<file path="config.mk">
export PLATFORM = sky130hd
export DESIGN_NAME = osd_text_ctrl
export DESIGN_NICKNAME = d
export VERILOG_FILES = /design/src/rtl/osd_text_ctrl.sv
export SDC_FILE = /design/constraint.sdc
export NUM_CORES = 1
export LEC_CHECK = 0
export CELL_PAD_IN_SITES_DETAIL_PLACEMENT = 1
export CELL_PAD_IN_SITES_GLOBAL_PLACEMENT = 1
export CORE_ASPECT_RATIO = 0.7
export CORE_UTILIZATION = 26
export DETAILED_ROUTE_END_ITERATION = 12
export PLACE_DENSITY_LB_ADDON = 0.12
export SLEW_MARGIN = 20
export SYNTH_ARGS = -nofsm -noshare
export SYNTH_HDL_FRONTEND = slang
export SYNTH_SLANG_ARGS = --single-unit
</file>
<file path="constraint.sdc">
create_clock -name clk_pixel -period 4.2 [get_ports clk_pixel]
set_input_delay 1.05 -clock clk_pixel [delete_from_list [all_inputs] [get_ports clk_pixel]]
set_output_delay 1.05 -clock clk_pixel [all_outputs]
set_load 0.03 [all_outputs]
</file>
<file path="src/rtl/osd_text_ctrl.sv">
// osd_text_ctrl: character-mode pixel source for the OSD window compositor.
//
// A text RAM holds one character code per 8x8 cell. A font ROM turns
// {char, glyph row} into 8 pixel bits. The display fetch and a host write
// port share the single-port text RAM, and the display fetch has priority.
//
// Optional feature macro: OSD_TEXT_CURSOR_EN. When it is defined, the
// i_cursor_on/i_cursor_addr ports exist and the cursor cell is drawn inverted.
//
// Ports:
//   clk_pixel, rstn        pixel clock, asynchronous active-low reset
//   clk_pixel_ena          pixel-rate enable; the pipeline advances only when high
//   i_active, i_osd_x/y    window-active flag and window-relative coordinates
//   i_wr_valid/o_wr_ready  host write handshake; i_wr_addr/i_wr_data carry the write
//   o_ram_*/i_ram_rdata    text RAM port (read data has 1-clock latency)
//   o_font_addr/i_font_data font ROM port {char, row[2:0]} (1-clock latency)
//   o_osd_en, o_osd_r/g/b  OSD pixel, 3 enabled cycles after the coordinates
//   i_cursor_on/addr       cursor enable and cell address (OSD_TEXT_CURSOR_EN only)
module osd_text_ctrl #(
    parameter int unsigned C_cols      = 32,
    parameter int unsigned C_rows      = 32,
    parameter int unsigned C_addr_bits = 10,
    parameter logic [23:0] C_fg        = 24'hFFFFFF,
    parameter logic [23:0] C_bg        = 24'h000040
) (
    input  logic                   clk_pixel,
    input  logic                   rstn,
    input  logic                   clk_pixel_ena,
    input  logic                   i_active,
    input  logic [9:0]             i_osd_x,
    input  logic [9:0]             i_osd_y,
    input  logic                   i_wr_valid,
    output logic                   o_wr_ready,
    input  logic [C_addr_bits-1:0] i_wr_addr,
    input  logic [7:0]             i_wr_data,
    output logic [C_addr_bits-1:0] o_ram_addr,
    output logic                   o_ram_we,
    output logic [7:0]             o_ram_wdata,
    input  logic [7:0]             i_ram_rdata,
    output logic [10:0]            o_font_addr,
    input  logic [7:0]             i_font_data,
`ifdef OSD_TEXT_CURSOR_EN
    input  logic                   i_cursor_on,
    input  logic [C_addr_bits-1:0] i_cursor_addr,
`endif
    output logic                   o_osd_en,
    output logic [7:0]             o_osd_r,
    output logic [7:0]             o_osd_g,
    output logic [7:0]             o_osd_b
);

    typedef enum logic {S_IDLE, S_RD_WAIT} state_t;

    state_t                 r_state;
    state_t                 w_state_nxt;

    logic [6:0]             w_col;
    logic [6:0]             w_row;
    logic [C_addr_bits-1:0] w_slot_addr;
    logic                   w_blank;
    logic                   w_slot;
    logic                   w_fetch;
    logic                   w_cur_hit;
    logic [7:0]             w_char;

    logic [2:0]             r_yrow;
    logic                   r_blank;
    logic [7:0]             r_char;
    logic                   r_v1;
    logic                   r_v2;
    logic [2:0]             r_act;
    logic                   r_cur0;
    logic                   r_cur1;
    logic [7:0]             r_shift;

    assign w_col       = i_osd_x[9:3];
    assign w_row       = i_osd_y[9:3];
    assign w_slot_addr = C_addr_bits'(w_row) * C_addr_bits'(C_cols) + C_addr_bits'(w_col);
    assign w_blank     = (32'(w_col) >= C_cols) || (32'(w_row) >= C_rows);
    // Gating with rstn keeps every RAM-side output quiet while reset is held.
    assign w_slot      = rstn & clk_pixel_ena & i_active & (i_osd_x[2:0] == 3'd0);
    assign w_fetch     = (r_state == S_IDLE) & w_slot;
    assign w_char      = r_blank ? 8'h20 : i_ram_rdata;

`ifdef OSD_TEXT_CURSOR_EN
    assign w_cur_hit = i_cursor_on & (w_slot_addr == i_cursor_addr);
`else
    assign w_cur_hit = 1'b0;
`endif

    // Arbiter state register.
    always_ff @(posedge clk_pixel or negedge rstn) begin
        if (!rstn) begin
            r_state <= S_IDLE;
        end else begin
            r_state <= w_state_nxt;
        end
    end

    // Arbiter next state and RAM port. The display slot drives the address
    // combinationally so the read data is ready during the RD_WAIT cycle.
    always_comb begin
        w_state_nxt = r_state;
        o_wr_ready  = 1'b0;
        o_ram_we    = 1'b0;
        o_ram_addr  = '0;
        o_ram_wdata = '0;
        case (r_state)
            S_IDLE: begin
                if (w_slot) begin
                    w_state_nxt = S_RD_WAIT;
                    o_ram_addr  = w_slot_addr;
                end else begin
                    o_wr_ready = rstn;
                    if (i_wr_valid && rstn) begin
                        o_ram_we    = 1'b1;
                        o_ram_addr  = i_wr_addr;
                        o_ram_wdata = i_wr_data;
                    end
                end
            end
            S_RD_WAIT: w_state_nxt = S_IDLE;
            default:   w_state_nxt = S_IDLE;
        endcase
    end

    // Per-fetch context and the character capture. The capture ignores the
    // enable because the RAM data is only valid in the cycle after the slot.
    always_ff @(posedge clk_pixel or negedge rstn) begin
        if (!rstn) begin
            r_yrow  <= '0;
            r_blank <= 1'b0;
            r_char  <= '0;
            r_cur0  <= 1'b0;
        end else begin
            if (w_fetch) begin
                r_yrow  <= i_osd_y[2:0];
                r_blank <= w_blank;
                r_cur0  <= w_cur_hit;
            end
            if (r_state == S_RD_WAIT) begin
                r_char <= w_char;
            end
        end
    end

    // In the RD_WAIT cycle the captured char is not yet registered, so the
    // font address bypasses straight from the RAM data; after that it is held.
    assign o_font_addr = (r_state == S_RD_WAIT) ? {w_char, r_yrow} : {r_char, r_yrow};

    // Pixel pipeline: slot -> v1 -> v2 (load shift register), active delayed 3.
    always_ff @(posedge clk_pixel or negedge rstn) begin
        if (!rstn) begin
            r_v1    <= 1'b0;
            r_v2    <= 1'b0;
            r_act   <= '0;
            r_cur1  <= 1'b0;
            r_shift <= '0;
        end else if (clk_pixel_ena) begin
            r_v1   <= w_fetch;
            r_v2   <= r_v1;
            r_act  <= {r_act[1:0], i_active};
            r_cur1 <= r_cur0;
            if (r_v2) begin
                r_shift <= i_font_data ^ {8{r_cur1}};
            end else begin
                r_shift <= {r_shift[6:0], 1'b0};
            end
        end
    end

    always_comb begin
        o_osd_en = r_act[2];
        {o_osd_r, o_osd_g, o_osd_b} = '0;
        if (r_act[2]) begin
            {o_osd_r, o_osd_g, o_osd_b} = r_shift[7] ? C_fg : C_bg;
        end
    end

endmodule

</file>
* Yosys cells after proc, flatten, opt, wreduce, memory -nomap -nowiden
Cells that the tools add are included.
Storage, ports and cells: register bits after elaboration 26, latch bits 0, RAM bits 0, ROM bits 0, input port bits 59, output and inout port bits 56, word-level logic and storage cells 39, memories 0
Operators by class: $add $sub $neg 1, multiply operators 0, divide/modulo/power cells 0, order comparisons 2, equality and inequality tests 0, shift operators 0, mux-type cells 20, bitwise gates (word level) 5, reduce and logical (&&, ||, !) cells 3
Operators by type and width (count):
- $mux W8 | 8
- $mux W10 | 3
- $mux W24 | 1
- $ge A7 B6 Y1 const B | 2
- $mux W11 | 1
- $add A10 B7 Y10 | 1
- $mux W1 | 6
- $and A1 B1 Y1 | 4
- $logic_not A3 Y1 | 1
- $pmux W1 S2 | 1
- $logic_and A1 B1 Y1 | 1
- $logic_or A1 B1 Y1 | 1
- $not A1 Y1 | 1

* Depth between registers and ports, before layout
Gate-level depths: netlist of the first run.
depth in word-level cells 5, gate-level depth with buffers 6, gate-level depth less buffers 6

* Worst setup path before layout of the first run
No wires, ideal clock.
path kind input to output, start in i_osd_x[8], end out o_ram_addr[6], arrival 2.544 ns, data required time 3.150 ns, setup slack 0.606 ns, cell stages on the path 5, path buffers 0, cell sequence ha_1 inv_1 fa_1 or3_1 a21oi_1
On the way: longest elaborated chain between the ends 3
Ends and longest elaborated chain:
- start: declaration | line 30 | input logic [9:0] i_osd_x,
- $add A10 B7 Y10 | line 78 | assign w_slot_addr = C_addr_bits'(w_row) * C_addr_bits'(C_cols) + C_addr_bits'(w_col);
- $mux W10 | line 110 | if (w_slot) begin
- $mux W10 | line 108 | case (r_state)
- end: declaration | line 36 | output logic [C_addr_bits-1:0] o_ram_addr,
Every way passes these cells.

* Final worst setup path of the first run
start in rstn, end out o_ram_addr[3]
On the way: longest elaborated chain between the ends 5, elaborated cells on any way between the ends 7, classes of those cells 3 x mux; 3 x bitwise; 1 x reduce/logical
Ends and longest elaborated chain:
- start: declaration | line 27 | input logic rstn,
- $and A1 B1 Y1 (3 in series) | line 81 | assign w_slot = rstn & clk_pixel_ena & i_active & (i_osd_x[2:0] == 3'd0);
- $mux W10 (*) | line 110
- $mux W10 (*) | line 108
Mark *: on every way between the ends. The rest lies on a longest branch, timed or not.

==> results of run 1 <==
==> placed cells by master, fill, tap and decap left out, drive strengths merged, types with 7 or more instances in the layout <==
cell type,netlist,layout
clkdlybuf4s50,0,99
o21ai,9,9
nand3,8,8
dfrtp,26,26
nor2,9,9
buf,27,24
and2,10,10
o211ai,8,8
inv,14,14
a21oi,18,18
mux2i,7,7
mux2,8,8
==> power by group through the flow <==
stage	sequential, mW	clock (mW)	combinational (mW)
finish	0.309	0.157	0.519
global route	0.314	0.175	0.550
CTS	0.310	0.164	0.525
detailed placement	0.314	0	0.523
global placement	0.312	0	0.517
floorplan	0.324	0	0.324
==> timing repair <==
action / in CTS / in global routing
hold endpoints to repair: 0 / 0
gates resized for setup: 0 / 6
setup endpoints to repair: 0 / 6
==> flip-flops by register name, summed over array words and instances, names as in the netlist <==
signal	count
r_act	3
r_char	8
r_v2	1
r_shift	8
r_v1	1
r_state	1
r_blank	1
r_yrow	3
==> metrics by stage <==
step | instances | power (mW)
floorplan | 179 | 0.648
global placement | 346 | 0.830
detailed placement | 346 | 0.838
CTS | 350 | 0.999
global route | 350 | 1.04
finish | 350 | 0.985
==> cell type report <==
type,count,share of cell area [%]
timing repair buffer,125,42.9
multi-input combinational,106,26.5
tap,75,3.37
inverter,14,1.89
clock buffer,4,1.98
sequential,26,23.3
==> cell families (layout without fill, tap and decap cells) <==
family | after synthesis | count (layout)
adder cells (fa/ha/maj) | 3 | 3
multiplexers | 15 | 15
AO/OA/AOI/OAI | 39 | 39
AND/OR/NAND/NOR | 47 | 47
XOR/XNOR | 2 | 2
flip-flops | 26 | 26
buffers and inverters | 47 | 143
==> metal layers <==
layer  part of all wire [%]  up-vias
met4                   0.19        0
li1                       -      780
met5                      0        -
met3                    5.8        2
met1                     49      757
met2                     45       55
==> worst max path at each step <==
stage	startpoint	end	slack (ps)	cells after the start
floorplan	i_osd_x[8]	o_ram_addr[6]	610	5
global placement	rstn	o_ram_addr[0]	110	5
detailed placement	rstn	o_ram_addr[2]	20	5
CTS	rstn	o_ram_addr[2]	10	5
global route	rstn	o_ram_addr[1]	40	5
finish	rstn	o_ram_addr[3]	130	5
==> out/metrics.cfg, run 1 <==
[status]
status=complete, no violations

[floorplanning]
rows=23
pin_count=115
core_area_sq_mm=0.00590
floorplan.initialDensity_pct=27.9
die_area_sq_mm=0.00666
die_w_um=97.1
chipHeight_um=68.6

[drt]
drc_errors=0
drt_pass1_iterations=4
drtAntennaViolNets=0
drt_iter0_markers=41
wl_um=5180
vias_per_cell=4.55
vias=1594
wl_per_cell_um=14.8

[power_and_ir_drop]
seqPwrFrac_pct=31.4
clockPowerShare_pct=15.9
powerDensity_mw_per_mm2=353
p_comb_share_pct=52.7
irDropWorstVdd_uv=166
p_sw_mw=0.381
p_int_mw=0.604
power.leakage_nw=1.16
switching_share_pct=38.7

[critical_path]
r2r-end=r_blank
critPathMaxStageDelay_ps=680
crit_buf_inv=2
crit_path_end_kind=primary output
rrSetupSlack_ps=2750
cp_max_fo=9
crit_chain=clkdlybuf4s50_1, and4bb_2, nand3_1, a21oi_1, clkdlybuf4s50_1
reg2regPathDepth=4
start_kind=input pin
critical_path_class=input pin to primary output
slowest_stage=clkdlybuf4s50_1
critical-path-top-delay-family=buffers and inverters
crit_arrival_ps=3020
rr_startpoint=r_state
cp_common_cell=clkdlybuf4s50_1
critPathRequiredTime_ps=3150

[clock_tree]
hold_buffers=0
cts_buffers=3
clk_latency_ps=260
clock_sinks=26
cts_tree=built
htreeDepth=1
post-cts-setup-buffers=0
clockBufferDepth=2
cts.clk_slew.worst_paths_ps=80
clockRootBuffer=clkbuf_8

[timing]
setup_viol=0
setup_slack_ps=128
period_minus_slack_ps=4070
fmax_mhz=246
setup_tns_ps=0
rsz0062_at_grt=false
max_slew.worst_pin.slew_ps=658
relSlewSlack_pct=56.1
whs_ps=513
post-route-period-util_pct=97.0
hold_viol_final=0
finClkSkew_ps=1.40
slew_viol_final=0

[synth]
synth.area.top_cells=dfrtp_1 (40%), buf_4 (10%), mux2_2 (5.5%)
yosys.area_share.simple_pct=16.7
async_reset_ff_share_pct=100
netlist.area_leader.share_pct=39.5
synth_nets=241
synth_top_family_by_area=simple AND/OR/NAND/NOR gates
syn-instance-count=179
synth.cell_area_sq_mm=0.00165
ys_warn_count=0
synth.distinct_cells=32
muxShareOfSynthArea_pct=9.73
ys_seq_elements=26
synth.most_common_cell=dfrtp_1
ys.flop_type=dfrtp_1
yosysTopAreaCell=dfrtp_1
synth_commonest_cells=dfrtp_1 (26), buf_4 (23), a21oi_1 (17)
synth_edf_count=0
synth-xor-area-share_pct=1.06
synth_compound_area_share_pct=14.1
synth-seq-area-share_pct=39.5
synth_fa_ha_area_share_pct=2.74
avgSynthCellArea_sq_um=9.20

[placement]
pre_cts_slack_ps=19.6
dpl.hpwl_um=4210
numPortBuffers=114
place.gp.congestion=0.802
placed_area_sq_mm=0.00272

[global_routing]
grt-busiest-layer=met2
grt_antenna_before_repair=0
grt_pass1_wl_um=7960
grt_use_total_pct=15.2
grt_max_degree=24
met1_usage_pct=21.1
overflow=0
met3_usage_pct=3.83
grt_pass1_vias=1552
met2_usage_pct=25.0

[hold_path]
hold_start=r_v1
min_path_cells=1
worst_hold_path.endpoint=r_v1
hold_class=register to register

[layout]
fin_util_pct=47.2
nNetsFinal=338
drive_above_1_share_pct=15.3
seq_area_sq_um=651
antenna_cells=0
multi_input_area_sq_um=738
syn2layout_area_growth_pct=69.2
finalInstanceArea_sq_mm=0.00279
fillCellCount=679

[flow_run]
maxCapViolations=0

No activity file was read; power rests on OpenSTA's default activity.
==> inputs of run 2 (changes only) <==
- CORE_UTILIZATION: 26 -> 24
- SKIP_CTS_REPAIR_TIMING: not set -> 1
- clock period: 4.2 -> 4.5 ns (I/O delays scaled with it)
==> run 2 against run 1 <==
Compared with the run above: sequential power down 6.8%; non-clock buffer count is 2 lower; clock-buffer cell count down 1; power fell by 3.1%; global-route usage decreased by 1.3 points; via count fell by 3.4%; sequential share of layout area down 0.13 points; flip-flop and latch count unchanged; combinational power down 8.1%; core utilization decreased by 3.6 points; largest power group unchanged; cell count up 4.0%; cell area up 0.54%.
==> out/metrics.cfg, run 2 (same netlist as run 1, synthesis figures left out) <==
[status]
status=complete, no violations

[floorplanning]
rows=24
chipHeight_um=71.3
core_area_sq_mm=0.00643
floorplan.initialDensity_pct=25.6
die_area_sq_mm=0.00720
pin_count=115
die_w_um=101

[drt]
drtAntennaViolNets=0
drt_pass1_iterations=4
drc_errors=0
wl_per_cell_um=13.6
vias=1540
drt_iter0_markers=50
vias_per_cell=4.23
wl_um=4970

[layout]
nNetsFinal=336
antenna_cells=0
syn2layout_area_growth_pct=70.1
top_regs=r_char (8), r_shift (8)
layout_commonest_cell=clkdlybuf4s50_1
fillCellCount=756
final_cell_mix=clkdlybuf4s50_1 (102), dfrtp_1 (26), buf_4 (20)
drive_above_1_share_pct=12.5

[power_and_ir_drop]
clockPowerShare_pct=19.8
switching_share_pct=36.8
irDropWorstVdd_uv=115
seqPwrFrac_pct=30.2
total_power_mw=0.954
powerDensity_mw_per_mm2=340
p_comb_share_pct=50.0
power.leakage_nw=1.14
p_int_mw=0.603
p_sw_mw=0.351

[placement]
place.gp.congestion=0.776
dpl.hpwl_um=4060
numPortBuffers=114

[timing]
max_slew.worst_pin.slew_ps=798
rsz0062_at_grt=false
post-route-period-util_pct=96.9
slew_viol_final=0
hold_viol_final=0
relSlewSlack_pct=46.8
setup_tns_ps=0
finClkSkew_ps=2.53
fmax_mhz=229
setup_viol=0
period_minus_slack_ps=4360

[clock_tree]
cts_tree=built
htreeDepth=1
cts_buffers=3
clockRootBuffer=clkbuf_8
clock_sinks=26
clockBufferDepth=2
clk_latency_ps=270
cts.clk_slew.worst_paths_ps=90

[global_routing]
overflow=0
grt_antenna_before_repair=0
grt_max_degree=25
grt_use_total_pct=14.0
grt_pass1_wl_um=7820
grt_pass1_vias=1572

[critical_path]
critical_path_class=input pin to primary output
critPathRequiredTime_ps=3380
start_kind=input pin
cp_max_fo=3
crit_arrival_ps=3240
crit_path_end_kind=primary output

[flow_run]
maxCapViolations=0

[hold_path]
hold_class=register to register

==> run 2: area by class of cell <==
cell class | instances | area [sq um] | share of cell area (%)
Sequential cell | 26 | 651 | 23.2
Tap cell | 91 | 114 | 4.06
Timing Repair Buffer | 123 | 1180 | 42.3
Inverter | 14 | 52.6 | 1.88
Multi-Input combinational cell | 106 | 729 | 26.0
Clock buffer | 3 | 41.3 | 1.47
Clock inverter | 1 | 30.0 | 1.07
==> run 2: final timing paths <==
check                      cells past startpoint        from  slack (ps)             to
setup / recovery                               6  i_osd_x[9]         140  o_ram_addr[8]
hold / removal                                 1        r_v1         490           r_v1
setup reg to reg                               3     r_state        2780      r_char[0]
hold reg to reg                                1        r_v1         490           r_v1
max in group asynchronous                      2        rstn        2920      r_char[1]
min in group asynchronous                      2        rstn        1240      r_yrow[2]
==> run 2: power groups by stage <==
stage / Clock (mW) / Combinational (mW) / Sequential (mW)
final: 0.189 / 0.477 / 0.288
after global routing: 0.209 / 0.506 / 0.293
after CTS: 0.198 / 0.483 / 0.289
after detailed placement: 0 / 0.482 / 0.293
after global placement: 0 / 0.479 / 0.292
after floorplan: 0 / 0.303 / 0.302
==> run 2: through the flow <==
stage               utilization (%)  cell area (sq um)  worst slack [ps]  std cells  hold slack, ps
detailed placement             42.4               2730              32.5        360             477
floorplan                         -               1650               756        179             448
global placement               42.4               2730              49.7        360             465
finish                         43.6               2800               137        364             488
CTS                            43.6               2800              21.1        364             499
global route                   43.6               2800              19.4        364             528
==> run 2: worst max-delay path, cell delays in order <==
cell	delay [ps]
clkdlybuf4s50_1	440
ha_1	290
a21oi_1	80
or3_1	310
a311oi_1	280
clkdlybuf4s50_1	720
==> run 2: metal layers <==
metal	vias up	track usage [%]	part of all wire, %
met4	0	1.45	0.20
li1	779	-	-
met5	-	0	0
met1	706	19.1	49
met2	53	22.8	44
met3	2	4.00	6.3
